$ cat config.mk
export PLATFORM = sky130hd
export DESIGN_NAME = ivt_port_arbiter_flat
export DESIGN_NICKNAME = d
export VERILOG_FILES = /design/src/rtl/ivt_port_arbiter_if.sv /design/src/rtl/ivt_port_arbiter.sv /design/src/flat_wrapper.sv
export SDC_FILE = /design/constraint.sdc
export NUM_CORES = 1
export LEC_CHECK = 0
export BUFFER_PORTS_ARGS = -buffer_cell sky130_fd_sc_hd__buf_4
export CORE_MARGIN = 3
export CORE_UTILIZATION = 40
export CTS_CLUSTER_SIZE = 16
export DETAILED_ROUTE_END_ITERATION = 12
export PLACE_DENSITY = 0.73
export SLEW_MARGIN = 40
export SYNTH_ARGS = -nofsm -noshare
export SYNTH_HDL_FRONTEND = slang
export SYNTH_SLANG_ARGS = --single-unit
$ cat constraint.sdc
create_clock -name clk_i -period 2.1 [get_ports clk_i]
set_input_delay 0.105 -clock clk_i [delete_from_list [all_inputs] [get_ports clk_i]]
set_output_delay 0.105 -clock clk_i [all_outputs]
set_load 0.05 [all_outputs]
$ cat src/rtl/ivt_port_arbiter_if.sv
// Port-A sharing interface for the IVT arbiter: vector-fetch requester, Wishbone
// classic slave, and the RAM port itself. The arbiter takes the slave modport.
interface ivt_port_arbiter_if #(
    parameter int unsigned AWID = 13
);
    logic            vf_req_i;
    logic [AWID-1:0] vf_adr_i;
    logic            vf_ack_o;
    logic [31:0]     vf_dat_o;

    logic            cyc_i;
    logic            stb_i;
    logic            we_i;
    logic [3:0]      sel_i;
    logic [AWID-1:0] adr_i;
    logic [31:0]     dat_i;
    logic            ack_o;
    logic [31:0]     dat_o;

    logic            ram_en_o;
    logic [3:0]      ram_we_o;
    logic [AWID-1:0] ram_adr_o;
    logic [31:0]     ram_dat_o;
    logic [31:0]     ram_dat_i;

    logic            busy_o;

    modport slave (
        input  vf_req_i, vf_adr_i, cyc_i, stb_i, we_i, sel_i, adr_i, dat_i, ram_dat_i,
        output vf_ack_o, vf_dat_o, ack_o, dat_o,
        output ram_en_o, ram_we_o, ram_adr_o, ram_dat_o, busy_o
    );

    modport master (
        output vf_req_i, vf_adr_i, cyc_i, stb_i, we_i, sel_i, adr_i, dat_i, ram_dat_i,
        input  vf_ack_o, vf_dat_o, ack_o, dat_o,
        input  ram_en_o, ram_we_o, ram_adr_o, ram_dat_o, busy_o
    );
endinterface

$ cat src/rtl/ivt_port_arbiter.sv
// Arbitrates IVT RAM port A between vector fetch and a Wishbone slave, one transfer at a time.
// Optional post-reset table clear is enabled with `define IVT_INIT_EN.
module ivt_port_arbiter #(
    parameter int unsigned AWID        = 13,
    parameter int unsigned DEPTH       = 8192,
    parameter int unsigned RD_LAT      = 2,
    parameter logic [31:0] DEFAULT_VEC = 32'h0
) (
    input  logic              clk_i,
    input  logic              rst_i,
    ivt_port_arbiter_if.slave arb
);

    if (RD_LAT < 1 || RD_LAT > 3 || DEPTH < 1 || DEPTH > (32'd1 << AWID)
        || $bits(DEFAULT_VEC) != 32) begin : g_bad_params
        $error("ivt_port_arbiter: RD_LAT must be 1..3 and DEPTH must fit in AWID");
    end

    typedef enum logic [2:0] {INIT, IDLE, RDW, WR, ACK} state_t;

    localparam logic [1:0] LAT_LAST = 2'(RD_LAT - 1);

`ifdef IVT_INIT_EN
    localparam state_t          RESET_STATE = INIT;
    localparam logic [AWID-1:0] INIT_LAST   = AWID'(DEPTH - 1);
`else
    localparam state_t          RESET_STATE = IDLE;
`endif

    // Registered copies of the requester inputs; grant decisions use only these.
    logic            vf_req_reg;
    logic [AWID-1:0] vf_adr_reg;
    logic            bus_req_reg;
    logic            we_reg;
    logic [3:0]      sel_reg;
    logic [AWID-1:0] adr_reg;
    logic [31:0]     wdat_reg;

    state_t          state_reg,   state_next;
    logic [1:0]      cnt_reg,     cnt_next;
    logic            gnt_vf_reg,  gnt_vf_next;
    logic            last_vf_reg, last_vf_next;
    logic            vf_ack_reg,  vf_ack_next;
    logic            ack_reg,     ack_next;
    logic [31:0]     vf_rdat_reg, vf_rdat_next;
    logic [31:0]     rdat_reg,    rdat_next;

    logic            ram_en;
    logic [3:0]      ram_we;
    logic [AWID-1:0] ram_adr;
    logic [31:0]     ram_dat;
    logic            pick_vf;

`ifdef IVT_INIT_EN
    logic [AWID-1:0] init_cnt_reg, init_cnt_next;
`endif

    always_ff @(posedge clk_i) begin
        if (rst_i) begin
            vf_req_reg  <= 1'b0;
            vf_adr_reg  <= '0;
            bus_req_reg <= 1'b0;
            we_reg      <= 1'b0;
            sel_reg     <= 4'h0;
            adr_reg     <= '0;
            wdat_reg    <= 32'h0;
        end else begin
            vf_req_reg  <= arb.vf_req_i;
            vf_adr_reg  <= arb.vf_adr_i;
            bus_req_reg <= arb.cyc_i & arb.stb_i;
            we_reg      <= arb.we_i;
            sel_reg     <= arb.sel_i;
            adr_reg     <= arb.adr_i;
            wdat_reg    <= arb.dat_i;
        end
    end

    always_ff @(posedge clk_i) begin
        if (rst_i) begin
            state_reg   <= RESET_STATE;
            cnt_reg     <= 2'd0;
            gnt_vf_reg  <= 1'b0;
            last_vf_reg <= 1'b0;
            vf_ack_reg  <= 1'b0;
            ack_reg     <= 1'b0;
            vf_rdat_reg <= 32'h0;
            rdat_reg    <= 32'h0;
        end else begin
            state_reg   <= state_next;
            cnt_reg     <= cnt_next;
            gnt_vf_reg  <= gnt_vf_next;
            last_vf_reg <= last_vf_next;
            vf_ack_reg  <= vf_ack_next;
            ack_reg     <= ack_next;
            vf_rdat_reg <= vf_rdat_next;
            rdat_reg    <= rdat_next;
        end
    end

`ifdef IVT_INIT_EN
    always_ff @(posedge clk_i) begin
        if (rst_i) begin
            init_cnt_reg <= '0;
        end else begin
            init_cnt_reg <= init_cnt_next;
        end
    end
`endif

    // Under contention the requester that did not win last time gets the port.
    assign pick_vf = vf_req_reg & (~bus_req_reg | ~last_vf_reg);

    always_comb begin
        state_next   = state_reg;
        cnt_next     = cnt_reg;
        gnt_vf_next  = gnt_vf_reg;
        last_vf_next = last_vf_reg;
        vf_ack_next  = 1'b0;
        ack_next     = 1'b0;
        vf_rdat_next = vf_rdat_reg;
        rdat_next    = rdat_reg;
        ram_en       = 1'b0;
        ram_we       = 4'h0;
        ram_adr      = '0;
        ram_dat      = 32'h0;
`ifdef IVT_INIT_EN
        init_cnt_next = init_cnt_reg;
`endif
        case (state_reg)
            IDLE: begin
                if (vf_req_reg || bus_req_reg) begin
                    ram_en       = 1'b1;
                    gnt_vf_next  = pick_vf;
                    last_vf_next = pick_vf;
                    cnt_next     = 2'd0;
                    if (pick_vf) begin
                        ram_adr    = vf_adr_reg;
                        state_next = RDW;
                    end else begin
                        ram_adr = adr_reg;
                        if (we_reg) begin
                            // Write acks the cycle after the grant; ACK state follows silently.
                            ram_we     = sel_reg;
                            ram_dat    = wdat_reg;
                            ack_next   = 1'b1;
                            state_next = WR;
                        end else begin
                            state_next = RDW;
                        end
                    end
                end
            end
            RDW: begin
                if (cnt_reg == LAT_LAST) begin
                    if (gnt_vf_reg) begin
                        vf_rdat_next = arb.ram_dat_i;
                        vf_ack_next  = 1'b1;
                    end else begin
                        rdat_next = arb.ram_dat_i;
                        ack_next  = 1'b1;
                    end
                    state_next = ACK;
                end else begin
                    cnt_next = cnt_reg + 2'd1;
                end
            end
            WR:  state_next = ACK;
            ACK: state_next = IDLE;
            INIT: begin
`ifdef IVT_INIT_EN
                ram_en  = 1'b1;
                ram_we  = 4'hF;
                ram_adr = init_cnt_reg;
                ram_dat = DEFAULT_VEC;
                if (init_cnt_reg == INIT_LAST) begin
                    init_cnt_next = '0;
                    state_next    = IDLE;
                end else begin
                    init_cnt_next = init_cnt_reg + 1'b1;
                end
`else
                state_next = IDLE;
`endif
            end
            default: state_next = IDLE;
        endcase
    end

    assign arb.vf_ack_o  = vf_ack_reg;
    assign arb.vf_dat_o  = vf_rdat_reg;
    assign arb.ack_o     = ack_reg;
    assign arb.dat_o     = rdat_reg;
    assign arb.ram_en_o  = ram_en;
    assign arb.ram_we_o  = ram_we;
    assign arb.ram_adr_o = ram_adr;
    assign arb.ram_dat_o = ram_dat;

`ifdef IVT_INIT_EN
    assign arb.busy_o = (state_reg == INIT);
`else
    assign arb.busy_o = 1'b0;
`endif

endmodule

$ cat src/flat_wrapper.sv
// flat-port wrapper written by rule: the top's interface ports become plain ports
module ivt_port_arbiter_flat 
#(
    parameter int unsigned AWID        = 13,
    parameter int unsigned DEPTH       = 8192,
    parameter int unsigned RD_LAT      = 2,
    parameter logic [31:0] DEFAULT_VEC = 32'h0
)
  (clk_i, rst_i, arb_vf_req_i, arb_vf_adr_i, arb_cyc_i, arb_stb_i, arb_we_i, arb_sel_i, arb_adr_i, arb_dat_i, arb_ram_dat_i, arb_vf_ack_o, arb_vf_dat_o, arb_ack_o, arb_dat_o, arb_ram_en_o, arb_ram_we_o, arb_ram_adr_o, arb_ram_dat_o, arb_busy_o);
  ivt_port_arbiter_if #(.AWID(AWID)) arb_i ();
  input  logic clk_i;
  input  logic rst_i;
  input wire logic [$bits(arb_i.vf_req_i)-1:0] arb_vf_req_i;
  input wire logic [$bits(arb_i.vf_adr_i)-1:0] arb_vf_adr_i;
  input wire logic [$bits(arb_i.cyc_i)-1:0] arb_cyc_i;
  input wire logic [$bits(arb_i.stb_i)-1:0] arb_stb_i;
  input wire logic [$bits(arb_i.we_i)-1:0] arb_we_i;
  input wire logic [$bits(arb_i.sel_i)-1:0] arb_sel_i;
  input wire logic [$bits(arb_i.adr_i)-1:0] arb_adr_i;
  input wire logic [$bits(arb_i.dat_i)-1:0] arb_dat_i;
  input wire logic [$bits(arb_i.ram_dat_i)-1:0] arb_ram_dat_i;
  output wire logic [$bits(arb_i.vf_ack_o)-1:0] arb_vf_ack_o;
  output wire logic [$bits(arb_i.vf_dat_o)-1:0] arb_vf_dat_o;
  output wire logic [$bits(arb_i.ack_o)-1:0] arb_ack_o;
  output wire logic [$bits(arb_i.dat_o)-1:0] arb_dat_o;
  output wire logic [$bits(arb_i.ram_en_o)-1:0] arb_ram_en_o;
  output wire logic [$bits(arb_i.ram_we_o)-1:0] arb_ram_we_o;
  output wire logic [$bits(arb_i.ram_adr_o)-1:0] arb_ram_adr_o;
  output wire logic [$bits(arb_i.ram_dat_o)-1:0] arb_ram_dat_o;
  output wire logic [$bits(arb_i.busy_o)-1:0] arb_busy_o;
  assign arb_i.vf_req_i = arb_vf_req_i;
  assign arb_i.vf_adr_i = arb_vf_adr_i;
  assign arb_i.cyc_i = arb_cyc_i;
  assign arb_i.stb_i = arb_stb_i;
  assign arb_i.we_i = arb_we_i;
  assign arb_i.sel_i = arb_sel_i;
  assign arb_i.adr_i = arb_adr_i;
  assign arb_i.dat_i = arb_dat_i;
  assign arb_i.ram_dat_i = arb_ram_dat_i;
  assign arb_vf_ack_o = arb_i.vf_ack_o;
  assign arb_vf_dat_o = arb_i.vf_dat_o;
  assign arb_ack_o = arb_i.ack_o;
  assign arb_dat_o = arb_i.dat_o;
  assign arb_ram_en_o = arb_i.ram_en_o;
  assign arb_ram_we_o = arb_i.ram_we_o;
  assign arb_ram_adr_o = arb_i.ram_adr_o;
  assign arb_ram_dat_o = arb_i.ram_dat_o;
  assign arb_busy_o = arb_i.busy_o;
  ivt_port_arbiter #(.AWID(AWID), .DEPTH(DEPTH), .RD_LAT(RD_LAT), .DEFAULT_VEC(DEFAULT_VEC)) u_core (.clk_i(clk_i), .rst_i(rst_i), .arb(arb_i));
endmodule
==> metrics, run 1 <==
Final Max Tran Viols 0; Post-synth EDFFs 0; Die W 115.1 µm; Yosys cell types 32; internal power 4997 µW; CP endpoint kind primary output; Clock power frac 0.472; RSZ-0062 raised after global routing yes; flop-to-flop setup slack 0.23 ns; multiplexer area fraction after synthesis 0; number of CTS-inserted buffers 17; syn_nets 649; post-placement cell area 0.006546 mm²; Most used DFF post-synth dfxtp_1; Clock Latency Late Sink 0.40 ns; Synth Instances 548; crit path kind flip-flop to primary output; Nets 964; DP Worst Slack 0.2010 ns; Min Hold Slack 0.2516 ns; Final Hold Vio Count 0; failing checks setup timing; clk_skew 0.002562 ns; CTS root buf clkbuf_16; Async S/R FF share, synth 0; most frequent cells in the layout buf_4, nand2_1, dfxtp_1; Post-Synth XOR/XNOR Area 0; crit path max fanout 8; Iteration-0 DRC Markers 394; CTS sink count 137; Via Count 4810; Ys Warns 0; Setup Viol. Count Final 36; Avg Vias per Cell 4.720; fin worst setup slack -0.06591 ns; GRT Util Overall 0.2246; CTS tree built; clk buf depth 2; Critical Path Start Type flip-flop; Hold Crit Class input pin to flip-flop; Final HPWL DP 9.075 mm; switching power 1384 µW; ANT nets after route 0; Finished Cell Area 0.008620 mm²; initial antenna violation count 0; Port Buffer Count 215; RD Place Congestion 0.7828; Max Fclk 0.4617 GHz; share of power burned in registers 0.424; commonest non-fill, non-tap cell in the layout buf_4; share of cells above drive strength 1 0.3619; fin crit share 1.031; measured slew at the worst slew-check pin 0.8137 ns; Avg Inst Size Synth 8.694 µm²; run status finished, violations left; Net Sw Frac 0.2169; critical path data required time 2.00 ns; core region area 0.01152 mm²; drt pass-1 iters 6; DRC Markers 0; vias in the first global route 4920; cell taking the most area after synthesis dfxtp_1; filler instances 744; Worst-path clk slew 0.05 ns; Initial Utilization 0.4137; wire length of the first global-routing pass 23.43 mm; sequential area share after synthesis 0.5756; main area contributors after synthesis dfxtp_1, nand2_1, a21oi_1, nor2b_1, and2_1; crit path DAT 2.06 ns; I/O pin count 217; remaining global-route overflow 0; combinational power share 0.105; min Tclk post-route 2.166 ns; Relative slew margins 0.4575; # rows 39; Die Y-Extent 115.1 µm; compound-cell area share of the yosys netlist 0.09848; largest net degree at the start of global routing 81; die area 0.01326 mm²; Area Growth Syn to Fin 80.91%; Max-Cap Viols 0; Synth Area in Adders 0.002626; Detailed Route WL 16.15 mm; static leakage 0.003657 µW; average wire per standard cell 15.85 µm; power per cell area 740.4 mW/mm²; netlist area before placement 0.004765 mm²; simple-gate share of the synthesized area 0.2876; Antenna diodes 0; largest family of logic cells by synthesized area simple AND/OR/NAND/NOR gates; top cell type's share of synthesized area 0.5756; H-tree Lvls 4; Seq cells post-synth 137; Peak VDD IR 0.0006211 V
[logic make-up after synthesis]
logic type,Yosys count
other,1
buffers and inverters,39
and+or+nand+nor,280
AOI/OAI and AO/OA,90
DFF,137
adders and majority gates,1
[final timing paths]
path | startpoint | endpoint | depth (start not counted)
max | u_core.state_reg[1] | arb_ram_we_o[2] | 6
min | rst_i | u_core.wdat_reg[28] | 2
max reg2reg | u_core.state_reg[1] | u_core.arb.ack_o | 7
min reg2reg | u_core.arb.dat_o[20] | u_core.arb.dat_o[20] | 2
[power by group through the flow]
stage | sequential [µW] | clock, µW | combinational, µW
final | 2700 | 3010 | 668
after global routing | 2710 | 3170 | 710
after CTS | 2700 | 3040 | 619
after detailed placement | 2760 | 0 | 452
after global placement | 2760 | 0 | 444
after floorplan | 2750 | 0 | 234
[cell usage after synthesis, types with 3 or more instances]
cell type and count:
nand2_1 157, dfxtp_1 137, a21oi_1 80, nor2b_1 64
and2_1 36, clkbuf_1 24, nor2_1 7, o21ai_0 6
buf_1 4, buf_2 4, buf_4 4, inv_1 3
nor3_1 3
[per-layer routing]
metal / track usage / share of wire / vias to the layer above / wire (µm)
met4: 0.08998 / 0.019 / 0 / 305
met1: 0.2382 / 0.39 / 2269 / 6308
met2: 0.4194 / 0.54 / 153 / 8784
li1: - / - / 2363 / -
met3: 0.05947 / 0.047 / 25 / 752
met5: 0 / 0 / - / 0
[cell type report]
class | instances | area [µm²] | area share
inverter | 3 | 11.26 | 0.001306
tap | 143 | 178.9 | 0.02076
timing repair buffer | 332 | 3075 | 0.3568
clock buffer | 24 | 481.7 | 0.05589
multi-input combinational | 372 | 2007 | 0.2328
sequential | 137 | 2748 | 0.3188
clock inverter | 8 | 117.6 | 0.01364
[stage by stage]
| stage | power, µW | instances | utilization | TNS, ns |
|---|---|---|---|---|
| after global placement | 3199 | 880 | 0.5684 | 0 |
| after CTS | 6359 | 1014 | 0.7218 | -2.104 |
| after floorplan | 2980 | 548 | - | 0 |
| after detailed placement | 3209 | 880 | 0.5684 | 0 |
| after global routing | 6582 | 1019 | 0.7485 | -4.275 |
| final | 6382 | 1019 | 0.7485 | -1.210 |
[what timing repair did]
item | CTS | global route
endpoints found under the hold margin | 129 | 0
gates cloned | 0 | 4
hold buffers | 98 | 0
endpoints found under the setup margin | 36 | 49
resized for setup | 44 | 70
buffers inserted | 4 | 1
pin swaps | 2 | 22
[worst max-delay path, stage by stage (launching register included)]
cell and delay [ns]:
dfxtp_4 0.34, or3b_4 0.39, nor4_4 0.26, buf_6 0.19, buf_6 0.15, and2_1 0.16, buf_6 0.16
Note: power is estimated with default switching activity, not from simulation.
==> inputs of run 2 (changes only) <==
--- a/config.mk
+++ b/config.mk
@@ -5,12 +5,13 @@
 export SDC_FILE = /design/constraint.sdc
 export NUM_CORES = 1
 export LEC_CHECK = 0
-export BUFFER_PORTS_ARGS = -buffer_cell sky130_fd_sc_hd__buf_4
+export BUFFER_PORTS_ARGS = -buffer_cell sky130_fd_sc_hd__buf_2
 export CORE_MARGIN = 3
 export CORE_UTILIZATION = 40
 export CTS_CLUSTER_SIZE = 16
 export DETAILED_ROUTE_END_ITERATION = 12
 export PLACE_DENSITY = 0.73
+export REMOVE_ABC_BUFFERS = 1
 export SLEW_MARGIN = 40
 export SYNTH_ARGS = -nofsm -noshare
 export SYNTH_HDL_FRONTEND = slang
==> metrics, run 2 (synthesis results as in run 1) <==
run status finished, violations left; failing checks setup timing; power per cell area 762.7 mW/mm² (+3.0%); Relative slew margins 0.5306 (+0.07306); crit path kind flip-flop to primary output; core region area 0.01152 mm² (unchanged); clk_skew 0.007204 ns (+0.004642 ns); Net Sw Frac 0.2162 (-0.0007392); I/O pin count 217 (unchanged); # rows 39 (unchanged); # Post-CTS Setup Buffers 0 (-4); die area 0.01326 mm² (unchanged); ANT nets after route 0 (unchanged); Worst-path clk slew 0.05 ns (about the same); CP Cell Sequence or3b_4, nor4_4, buf_12, and2_1, buf_6; clk buf depth 2 (unchanged); Setup Viol. Count Final 36 (unchanged); Final Max Tran Viols 0 (unchanged); hold wc startpoint rst_i; Die Y-Extent 115.1 µm (unchanged); Area Growth Syn to Fin 63.34%; reg2reg start u_core.state_reg[2]; Die W 115.1 µm (unchanged); Avg Vias per Cell 4.814 (+2.0%); remaining global-route overflow 0 (unchanged); Antenna diodes 0 (unchanged); Min Hold Slack 0.2361 ns (-0.01547 ns); FF-to-FF End u_core.arb.ack_o; Detailed Route WL 14.99 mm (-7.2%); CTS tree built; GRT Util Overall 0.2231 (-0.001494); Iteration-0 DRC Markers 271 (-31%); DRC Markers 0 (unchanged); measured slew at the worst slew-check pin 0.7041 ns (-0.1096 ns); CTS root buf clkbuf_16; Clock Latency Late Sink 0.41 ns (about the same); drt pass-1 iters 4 (-2); CTS sink count 137 (unchanged); Critical path origin u_core.state_reg[2]; switching power 1283 µW (-7.3%); Peak VDD IR 0.0006235 V (+0.39%); Port Buffer Count 215 (unchanged); CP endpoint kind primary output; Worst path slowest cell or3b_4; Critical Path Start Type flip-flop; final core area utilization 0.6758 (-0.07269); Hold Crit Class input pin to flip-flop; largest net degree at the start of global routing 71 (-12%); Max stage delay on crit path 0.39 ns (about the same); Nets 954 (-1.0%); Max-Cap Viols 0 (unchanged); Cells after DPL 879 (-0.11%); wire length of the first global-routing pass 23.18 mm (-1.1%); crit path DAT 2.06 ns (about the same); crit path to arb_ram_dat_o[14]; share of cells above drive strength 1 0.3055 (-0.05641); fin cells 1004 (-1.5%); Initial Utilization 0.4137 (unchanged); crit path max fanout 37 (+29); min Tclk post-route 2.161 ns (-0.005267 ns); Final HPWL DP 8.382 mm (-7.6%); fin worst setup slack -0.06064 ns (+0.005267 ns); DP Worst Slack 0.2408 ns (+0.03986 ns); Via Count 4833 (+0.48%); number of CTS-inserted buffers 17 (unchanged); most frequent cells in the layout buf_2, nand2_1, dfxtp_1; initial antenna violation count 0 (unchanged); Final Hold Vio Count 0 (unchanged); RD Place Congestion 0.7781 (-0.60%); flop-to-flop setup slack 0.32 ns (+0.09 ns); cell depth of the worst flop-to-flop path 5 (-2); vias in the first global route 4964 (+0.89%); H-tree Lvls 4 (unchanged); static leakage 0.003409 µW (-6.8%); commonest non-fill, non-tap cell in the layout buf_2; internal power 4653 µW (-6.9%); Clock power frac 0.451 (-0.021); fin crit share 1.029 (-0.002508); RSZ-0062 raised after global routing yes; average wire per standard cell 14.93 µm (-5.8%); critical path data required time 2.00 ns (about the same); combinational power share 0.093 (-0.012); Max Fclk 0.4628 GHz (+0.24%); share of power burned in registers 0.456 (+0.032)
[run 2: changes by cell type in the layout (fill, tap and decap cells not counted), moves of 4 or more]
cell / previous run / this run
a21oi_1: 67 / 78
and2_4: 32 / 1
buf_6: 10 / 36
buf_8: 32 / 0
clkbuf_8: 3 / 7
buf_4: 188 / 13
buf_2: 0 / 168
a21oi_2: 12 / 2
and2_1: 4 / 35
[run 2: area by class of cell]
type,instances,area [µm²]
fillers,819,3734
flip-flops and latches,137,2749
repair buffers,322,2427
multi-input cells,372,1878
clock buffers,25,525.5
well taps,143,178.9
clock inverters,2,12.51
inverters,3,11.26
[run 2: critical path: cells and delay by family (launching register included)]
family | cells | cell delay [ns]
flops | 1 | 0.38
buf+inv | 2 | 0.38
simple gates | 3 | 0.88
[run 2: how the worst min path moves through the flow]
stage	endpoint	slack, ns	depth (start not counted)
finish	u_core.bus_req_reg	0.24	2
global placement	u_core.wdat_reg[17]	0.31	2
floorplan	u_core.arb.dat_o[0]	0.17	1
detailed placement	u_core.adr_reg[10]	0.32	2
CTS	u_core.bus_req_reg	0.21	2
global route	u_core.bus_req_reg	0.26	2
[run 2: per-stage QoR]
| stage | setup TNS (ns) | instance area (µm²) | power (µW) |
|---|---|---|---|
| finish | -1.280 | 7782 | 5936 |
| global route | -5.093 | 7782 | 6140 |
| CTS | -1.613 | 7749 | 5968 |
| detailed placement | 0 | 5991 | 3131 |
| global placement | 0 | 5991 | 3120 |
| floorplan | -8.379 | 4609 | 2933 |
[run 2: per-layer routing]
metal  up-vias  GRT usage  part of all wire
met4         0     0.1056             0.026
li1       2342          -                 -
met3        38    0.08947             0.089
met2       230     0.3985              0.51
met5         -          0                 0
met1      2223     0.2262              0.37
[run 2: repair_timing]
item / 4_1_cts / 5_1_grt
gates resized for setup: 79 / 17
hold buffers: 98 / 0
endpoints found under the setup margin: 39 / 44
endpoints found under the hold margin: 129 / 0
[run 2: power groups by stage]
stage          Clock, µW  Combinational [µW]  Sequential [µW]
2_1_floorplan          0                 185             2750
3_3_place_gp           0                 367             2750
3_5_place_dp           0                 374             2760
4_1_cts             2740                 531             2700
5_1_grt             2840                 589             2710
6_report            2680                 551             2710
